File: src/rtl/mem_access_unit.sv
// mem_access_unit: sequences MIPS lb/lbu/lh/lhu/lw/sb/sh/sw onto a word-wide big-endian RAM.
// Optional `MEM_BOUNDS_CHECK_EN rejects accesses whose aligned word extends past MEM_BYTES-1.
module mem_access_unit #(
  parameter int unsigned MEM_BYTES = 61
) (
  input  logic        clk,
  input  logic        rst,
  input  logic        req,
  input  logic [3:0]  op,
  input  logic [31:0] addr,
  input  logic [31:0] wdata,
  output logic        ready,
  output logic        done,
  output logic        err,
  output logic [31:0] rdata,
  output logic [31:0] ram_addr,
  output logic [31:0] ram_wdata,
  output logic        ram_nRD,
  output logic        ram_nWR,
  input  logic [31:0] ram_rdata
);
  localparam logic [3:0] OpLb  = 4'b0000;
  localparam logic [3:0] OpLh  = 4'b0001;
  localparam logic [3:0] OpLw  = 4'b0011;
  localparam logic [3:0] OpLbu = 4'b0100;
  localparam logic [3:0] OpLhu = 4'b0101;
  localparam logic [3:0] OpSb  = 4'b1000;
  localparam logic [3:0] OpSh  = 4'b1001;
  localparam logic [3:0] OpSw  = 4'b1011;

`ifdef MEM_BOUNDS_CHECK_EN
  localparam bit BoundsEn = 1'b1;
`else
  localparam bit BoundsEn = 1'b0;
`endif
  localparam logic [32:0] LastByte = 33'(MEM_BYTES - 32'd1);

  typedef enum logic [2:0] {StIdle, StLoad, StRmwRd, StWrite, StDone} state_e;

  state_e      r_state, w_state_next;
  logic [3:0]  r_op;
  logic [31:0] r_addr;
  logic [15:0] r_wdata;
  logic [31:0] r_merge;
  logic [31:0] r_rdata;
  logic        r_err;

  logic        w_accept, w_legal, w_is_load, w_is_sw, w_misaligned, w_oob, w_req_err;
  logic [32:0] w_last_byte;
  logic [7:0]  w_byte;
  logic [15:0] w_half;
  logic [31:0] w_load_val, w_rmw_word;

  assign w_accept = (r_state == StIdle) && req;

  // Request decode and alignment check on the incoming (not yet latched) request.
  always_comb begin
    w_legal      = 1'b1;
    w_is_load    = 1'b0;
    w_is_sw      = 1'b0;
    w_misaligned = 1'b0;
    case (op)
      OpLb, OpLbu: w_is_load = 1'b1;
      OpLh, OpLhu: begin w_is_load = 1'b1; w_misaligned = addr[0];   end
      OpLw:        begin w_is_load = 1'b1; w_misaligned = |addr[1:0]; end
      OpSb:        w_misaligned = 1'b0;
      OpSh:        w_misaligned = addr[0];
      OpSw:        begin w_is_sw = 1'b1;   w_misaligned = |addr[1:0]; end
      default:     w_legal = 1'b0;
    endcase
  end

  assign w_last_byte = {1'b0, addr[31:2], 2'b00} + 33'd3;
  assign w_oob       = w_last_byte > LastByte;
  assign w_req_err   = !w_legal || w_misaligned || (BoundsEn && w_oob);

  // Big-endian lane select for loads: offset 0 is the most significant byte.
  always_comb begin
    case (r_addr[1:0])
      2'd0:    w_byte = ram_rdata[31:24];
      2'd1:    w_byte = ram_rdata[23:16];
      2'd2:    w_byte = ram_rdata[15:8];
      default: w_byte = ram_rdata[7:0];
    endcase
    w_half = r_addr[1] ? ram_rdata[15:0] : ram_rdata[31:16];
    case (r_op)
      OpLb:    w_load_val = {{24{w_byte[7]}}, w_byte};
      OpLbu:   w_load_val = {24'd0, w_byte};
      OpLh:    w_load_val = {{16{w_half[15]}}, w_half};
      OpLhu:   w_load_val = {16'd0, w_half};
      default: w_load_val = ram_rdata;
    endcase
  end

  always_comb begin
    w_rmw_word = ram_rdata;
    if (r_op == OpSh) begin
      if (r_addr[1]) w_rmw_word[15:0]  = r_wdata;
      else           w_rmw_word[31:16] = r_wdata;
    end else begin
      case (r_addr[1:0])
        2'd0:    w_rmw_word[31:24] = r_wdata[7:0];
        2'd1:    w_rmw_word[23:16] = r_wdata[7:0];
        2'd2:    w_rmw_word[15:8]  = r_wdata[7:0];
        default: w_rmw_word[7:0]   = r_wdata[7:0];
      endcase
    end
  end

  always_ff @(posedge clk) begin
    if (rst) r_state <= StIdle;
    else     r_state <= w_state_next;
  end

  always_comb begin
    w_state_next = r_state;
    case (r_state)
      StIdle: begin
        if (req) begin
          if (w_req_err)      w_state_next = StDone;
          else if (w_is_load) w_state_next = StLoad;
          else if (w_is_sw)   w_state_next = StWrite;
          else                w_state_next = StRmwRd;
        end
      end
      StLoad:  w_state_next = StDone;
      StRmwRd: w_state_next = StWrite;
      StWrite: w_state_next = StDone;
      StDone:  w_state_next = StIdle;
      default: w_state_next = StIdle;
    endcase
  end

  // Write strobe is gated by rst so a reset landing in WRITE never commits to RAM.
  always_comb begin
    ready     = (r_state == StIdle);
    done      = (r_state == StDone);
    err       = (r_state == StDone) && r_err;
    ram_nRD   = (r_state == StLoad) || (r_state == StRmwRd);
    ram_nWR   = ~((r_state == StWrite) && !rst);
    ram_addr  = (r_state == StIdle) ? 32'd0 : {r_addr[31:2], 2'b00};
    ram_wdata = (r_state == StWrite) ? r_merge : 32'd0;
    rdata     = r_rdata;
  end

  always_ff @(posedge clk) begin
    if (rst) begin
      r_op    <= 4'd0;
      r_addr  <= 32'd0;
      r_wdata <= 16'd0;
      r_merge <= 32'd0;
      r_rdata <= 32'd0;
      r_err   <= 1'b0;
    end else begin
      if (w_accept) begin
        r_op    <= op;
        r_addr  <= addr;
        r_wdata <= wdata[15:0];
        r_err   <= w_req_err;
        r_merge <= wdata;
      end
      if (r_state == StLoad)  r_rdata <= w_load_val;
      if (r_state == StRmwRd) r_merge <= w_rmw_word;
    end
  end

endmodule

File: config.mk
export PLATFORM = sky130hd
export DESIGN_NAME = mem_access_unit
export DESIGN_NICKNAME = d
export VERILOG_FILES = /design/src/rtl/mem_access_unit.sv
export SDC_FILE = /design/constraint.sdc
export NUM_CORES = 1
export LEC_CHECK = 0
export BUFFER_PORTS_ARGS = -buffer_cell sky130_fd_sc_hd__buf_2
export CORE_ASPECT_RATIO = 1.1
export CORE_UTILIZATION = 50
export DETAILED_ROUTE_END_ITERATION = 10
export PLACE_DENSITY = 0.81
export SLEW_MARGIN = 20
export SYNTH_ARGS = -nofsm -noshare
export SYNTH_HDL_FRONTEND = slang
export SYNTH_SLANG_ARGS = --single-unit
File: constraint.sdc
create_clock -name clk -period 1.8 [get_ports clk]
set_input_delay 0.36 -clock clk [delete_from_list [all_inputs] [get_ports clk]]
set_output_delay 0.36 -clock clk [all_outputs]
set_load 0.02 [all_outputs]
==> results of run 1 <==
==> metal layers <==
| layer | wire length (um) | vias to the layer above |
|---|---|---|
| li1 | - | 2984 |
| met1 | 7167 | 2894 |
| met2 | 9567 | 419 |
| met3 | 2187 | 79 |
| met4 | 963 | 0 |
| met5 | 0 | - |
==> per-stage QoR <==
stage               cell area (um2)  setup slack (ps)  instances  setup TNS, ps
floorplan                      5892             39.32        730              0
global placement               7167             45.86       1068              0
detailed placement             7167             35.63       1068              0
CTS                            8189            -194.4       1107          -9519
global route                   8397            -260.8       1109         -12930
finish                         8397            -213.8       1109         -10230
==> flip-flops by register name, indices dropped and copies added, names as in the netlist <==
signal and count:
r_addr 32, r_wdata 16, r_merge 32, rdata 32
r_err 1, r_op 4, r_state 3
==> final timing paths <==
| kind | start | end | slack (ps) | depth (start not counted) |
|---|---|---|---|---|
| max | r_state[2]$_SDFFE_PP0P_ | ram_addr[20] | -210 | 6 |
| min | addr[12] | r_addr[12]$_SDFFE_PP0P_ | 170 | 3 |
| max reg2reg | r_addr[1]$_SDFFE_PP0P_ | rdata[12]$_SDFFE_PP0P_ | 60 | 5 |
| min reg2reg | rdata[8]$_SDFFE_PP0P_ | rdata[8]$_SDFFE_PP0P_ | 450 | 2 |
==> Yosys cell counts, drive strengths merged, types with 10 or more instances <==
library cell	number	share of area [%]
nand2	149	9.5
nor3	14	1.4
a31oi	10	1.1
nor2b	30	3.2
nor2	69	4.7
a21oi	78	6.8
dfxtp	120	41
and2	34	3.6
a221oi	10	1.5
clkbuf	25	1.6
a211oi	26	3.3
buf	33	4.1
o21ai	20	2.0
mux2i	11	1.9
==> logic make-up (layout without fill, tap and decap cells) <==
family          count (synthesis)  after routing  synth area share (%)
other cells                     1              2               0.06370
buf+inv                        67            296                 6.270
compound gates                197            197                 22.85
mux                            19             19                 3.401
simple gates                  325            325                 26.61
flops                         120            120                 40.81
==> layout make-up <==
type                       count  area (um2)
sequential                   120        2411
clock buffer                  20       446.7
inverter                       9       33.78
tap                          150       187.7
multi-input combinational    543        3278
timing repair buffer         255        1864
fill                         832        3094
clock inverter                12       175.2
==> critical path, stage by stage, from the launching register on <==
cell and delay, ps:
dfxtp_4 360, or2_4 270, nor2_4 130, buf_12 140, clkbuf_16 140, nor2b_1 40, buf_2 150
==> power breakdown <==
part	total [mW]	internal [mW]	switching, mW
logic	1.43	0.613	0.821
registers	3.00	2.85	0.146
clock network	3.59	2.35	1.25
total	8.03	5.81	2.21
==> cells in the final DEF (no fill, tap or decap), drive strengths merged, types with 4 or more instances in the layout <==
cell type / netlist / layout
o31ai: 7 / 7
o221ai: 9 / 9
a21oi: 78 / 78
a31oi: 10 / 10
o22ai: 8 / 8
clkinv: 1 / 6
a211oi: 26 / 26
nor2b: 30 / 30
nor3b: 4 / 4
a221o: 8 / 8
clkbuf: 25 / 22
mux2: 8 / 8
nor2: 69 / 69
nand3b: 7 / 7
inv: 8 / 8
nand2: 149 / 149
a2111oi: 7 / 7
nor3: 14 / 14
a221oi: 10 / 10
mux2i: 11 / 11
nand2b: 6 / 6
dfxtp: 120 / 120
o21ai: 20 / 20
and2: 34 / 34
buf: 33 / 253
o221a: 8 / 8
bufinv: 0 / 4
==> what timing repair did <==
action	4_1_cts	5_1_grt
cloned	3	2
pin swaps	0	16
setup endpoints to repair	69	78
gates resized for setup	96	62
endpoints found under the hold margin	0	0
setup buffers	4	2
==> qor.yml, run 1 <==
floorplanning:
  die-height_um: 115.8
  dieWidth_um: 105.5
  start_util_pct: 51.23
  std_cell_rows: 41
  io_pins: 204
  core_area_um2: 11490
  dieArea_um2: 12210
cts:
  h-tree-depth: 4
  cts_tree: "done"
  cts_inserted_buffers: 17
  worst_skew_pair.late_latency_ps: 420
  clock-root-buffer: "clkbuf_16"
  clk_pin_slew_ps: 60
  clock_path_buffers: 2
  cts.sink_count: 120
  holdBufCountCts: 0
synth:
  synth-edff-count: 0
  synth_flop_cell: "dfxtp_1"
  synthCells: 729
  ys_seq_area_share_pct: 40.81
  async_flop_share_pct: 0
  ys_warn_count: 0
  syn_area_um2: 5887
  synth_seq_cells: 120
  ys_types: 55
  syn_area_per_cell_um2: 8.075
worst_hold_path:
  hold_path.class: "input pin to register"
detailed_routing:
  first_pass_iters: 5
  post_drt_wl_per_cell_um: 17.93
  drt_iter0_drc: 477
  drcViolationCount: 0
  vias: 6376
  antenna_left: 0
  avgViaCountPerCell: 5.749
  wirelength_um: 19890
timing:
  rsz0062_at_grt: "true"
  period_needed_ps: 2014
  holdWs_ps: 174.3
  hold_violations: 0
  timing.final.crit_share_pct: 111.9
  maxSlewHeadroom_pct: 63.93
  worstMarginPinSlew_ps: 538.2
  worst_clock_skew_ps: 11.79
  slew_viol_final: 0
  fmax_mhz: 496.6
  setup_slack_ps: -213.8
  finalSetupViolations: 65
global_route:
  grt_pass1_vias: 5917
  grt_max_degree: 35
  grt_overflow: 0
  met2_usage_pct: 54.61
  grt_pass1_wl_um: 30350
  grt_most_used_layer: "met2"
  grtUsageMet1_pct: 36.36
  met3_usage_pct: 9.336
  antenna_found_initial: 0
  grt.total_usage_pct: 32.06
place:
  port_buffers: 201
  gp_congestion: 0.9294
  post-dp-hpwl_um: 13300
cells_and_area:
  fin_nets: 1049
  postLayoutCoreUtil_pct: 73.07
  diodes: 0
  area_growth_pct: 42.64
  drive_gt1_share_pct: 37.12
setup_path:
  setup.worst_path.start_class: "register"
  endpoint_kind: "output port"
  worstPathArrival_ps: 1650
  cp_max_fo: 7
  required_ps: 1440
  worstSetupPathType: "register to output port"
power:
  leakage_nw: 3.610
  total_power_mw: 8.026
  p_per_area_nw_per_um2: 955.8
  irDropWorstVdd_uv: 578.4
outcome:
  violations: "setup timing"
  status: "complete, but fails checks"
run:
  maxCapViolCount: 0
Note: power is estimated with default switching activity, not from simulation.
==> run 2, diff against run 1 <==
--- a/config.mk
+++ b/config.mk
@@ -8,8 +8,10 @@
 export BUFFER_PORTS_ARGS = -buffer_cell sky130_fd_sc_hd__buf_2
 export CORE_ASPECT_RATIO = 1.1
 export CORE_UTILIZATION = 50
+export CTS_CLUSTER_DIAMETER = 60
 export DETAILED_ROUTE_END_ITERATION = 10
 export PLACE_DENSITY = 0.81
+export SKIP_CTS_REPAIR_TIMING = 1
 export SLEW_MARGIN = 20
 export SYNTH_ARGS = -nofsm -noshare
 export SYNTH_HDL_FRONTEND = slang
==> qor.yml, run 2 (synthesis results as in run 1) <==
detailed_routing:
  highest_layer: "met4"
  wl_met2_um: 8929
  wirelength_um: 18890
  first_pass_iters: 5
  avgViaCountPerCell: 5.657
  drcViolationCount: 0
  dr_wl_met3_um: 1925
  post_drt_wl_per_cell_um: 17.09
  antenna_left: 0
  wl_met1_um: 7234
  drt_iter0_drc: 411
  vias: 6251
global_route:
  grt_overflow: 0
  grt.total_usage_pct: 30.56
  grt_max_degree: 35
  grt_pass1_vias: 5722
  grt_pass1_wl_um: 28970
  antenna_found_initial: 0
timing:
  fmax_mhz: 502.8
  setup_slack_ps: -188.7
  finalSetupViolations: 64
  timing.final.crit_share_pct: 110.5
  period_needed_ps: 1989
  hold_violations: 0
  slew_viol_final: 0
  rsz0062_at_grt: "true"
  maxSlewHeadroom_pct: 63.19
  worst_clock_skew_ps: 9.858
  worstMarginPinSlew_ps: 549.2
cts:
  clock-root-buffer: "clkbuf_16"
  cts.sink_count: 120
  h-tree-depth: 4
  clock_path_buffers: 2
  clk_pin_slew_ps: 60
  worst_skew_pair.late_latency_ps: 420
  cts_tree: "done"
  cts_inserted_buffers: 17
cells_and_area:
  area_growth_pct: 36.07
  fin_nets: 1045
  final_area_um2: 8010
  layout_common_cells: "181 x buf_2, 149 x nand2_1, 117 x dfxtp_1"
  drive_gt1_share_pct: 33.40
  diodes: 0
  mostFrequentLayoutCell: "buf_2"
floorplanning:
  start_util_pct: 51.23
  dieArea_um2: 12210
  io_pins: 204
  die-height_um: 115.8
  std_cell_rows: 41
  core_area_um2: 11490
  dieWidth_um: 105.5
worst_hold_path:
  hold_path.class: "input pin to register"
setup_path:
  required_ps: 1440
  worstPathArrival_ps: 1630
  critPathSlowestCell: "dfxtp_4"
  crit_chain: "or2_4 > nor2_4 > clkbuf_16 > nor2b_1 > buf_2"
  setup.worst_path.start_class: "register"
  crit_family: "simple AND/OR/NAND/NOR gates"
  cp_max_fo: 8
  path_buf_inv: 2
  endpoint_kind: "output port"
  critPathMaxStageDelay_ps: 360
  worstSetupPathType: "register to output port"
outcome:
  violations: "setup timing"
  status: "complete, but fails checks"
place:
  postPlaceCellArea_um2: 7167
  place_ws_ps: 35.63
  gp_congestion: 0.9294
  port_buffers: 201
  post-dp-hpwl_um: 13300
power:
  leakage_nw: 3.504
  irDropWorstVdd_uv: 573.2
  p_per_area_nw_per_um2: 994.4
run:
  maxCapViolCount: 0
## run 2: area by class of cell
cell class | count | area, um2
inverters | 9 | 33.78
clock buffers | 20 | 446.7
well taps | 150 | 187.7
clock inverters | 12 | 175.2
fillers | 922 | 3481
multi-input cells | 543 | 3186
repair buffers | 251 | 1570
flip-flops and latches | 120 | 2411
## run 2: per-stage QoR
| step | utilization, % | cells | hold WS (ps) | total power [mW] | TNS [ps] |
|---|---|---|---|---|---|
| floorplan | - | 730 | 431.8 | 3.824 | 0 |
| global placement | 62.37 | 1068 | 432.2 | 4.294 | 0 |
| detailed placement | 62.37 | 1068 | 438.4 | 4.320 | 0 |
| CTS | 67.78 | 1100 | 168.9 | 7.876 | -18510 |
| global route | 69.71 | 1105 | 174.4 | 8.239 | -11010 |
| finish | 69.71 | 1105 | 175.1 | 7.965 | -7345 |
## run 2: path summary, 6_finish.rpt
| check | start | endpoint | slack [ps] | cells past startpoint |
|---|---|---|---|---|
| worst max-delay path | r_state[2]$_SDFFE_PP0P_ | ram_addr[27] | -190 | 5 |
| worst max register to register | r_op[0]$_SDFFE_PP0P_ | r_merge[18]$_SDFFE_PP0P_ | 90 | 4 |
| worst min register to register | rdata[8]$_SDFFE_PP0P_ | rdata[8]$_SDFFE_PP0P_ | 450 | 2 |
| worst min-delay path | addr[12] | r_addr[12]$_SDFFE_PP0P_ | 180 | 3 |
## run 2: where the power goes
part | switching, mW | internal, mW
combinational | 0.804 | 0.585
clock | 1.24 | 2.35
sequential | 0.141 | 2.85
total | 2.18 | 5.78
## run 2: per-layer routing
metal / track usage (%) / vias to the layer above
met2: 50.88 / 360
met4: 18.22 / 0
li1: - / 2974
met3: 9.618 / 69
met1: 34.68 / 2848
met5: 0 / -
## run 2: tightest hold or removal path: stages
cell and delay, ps:
buf_2 90, nand2_1 40, a21oi_1 50
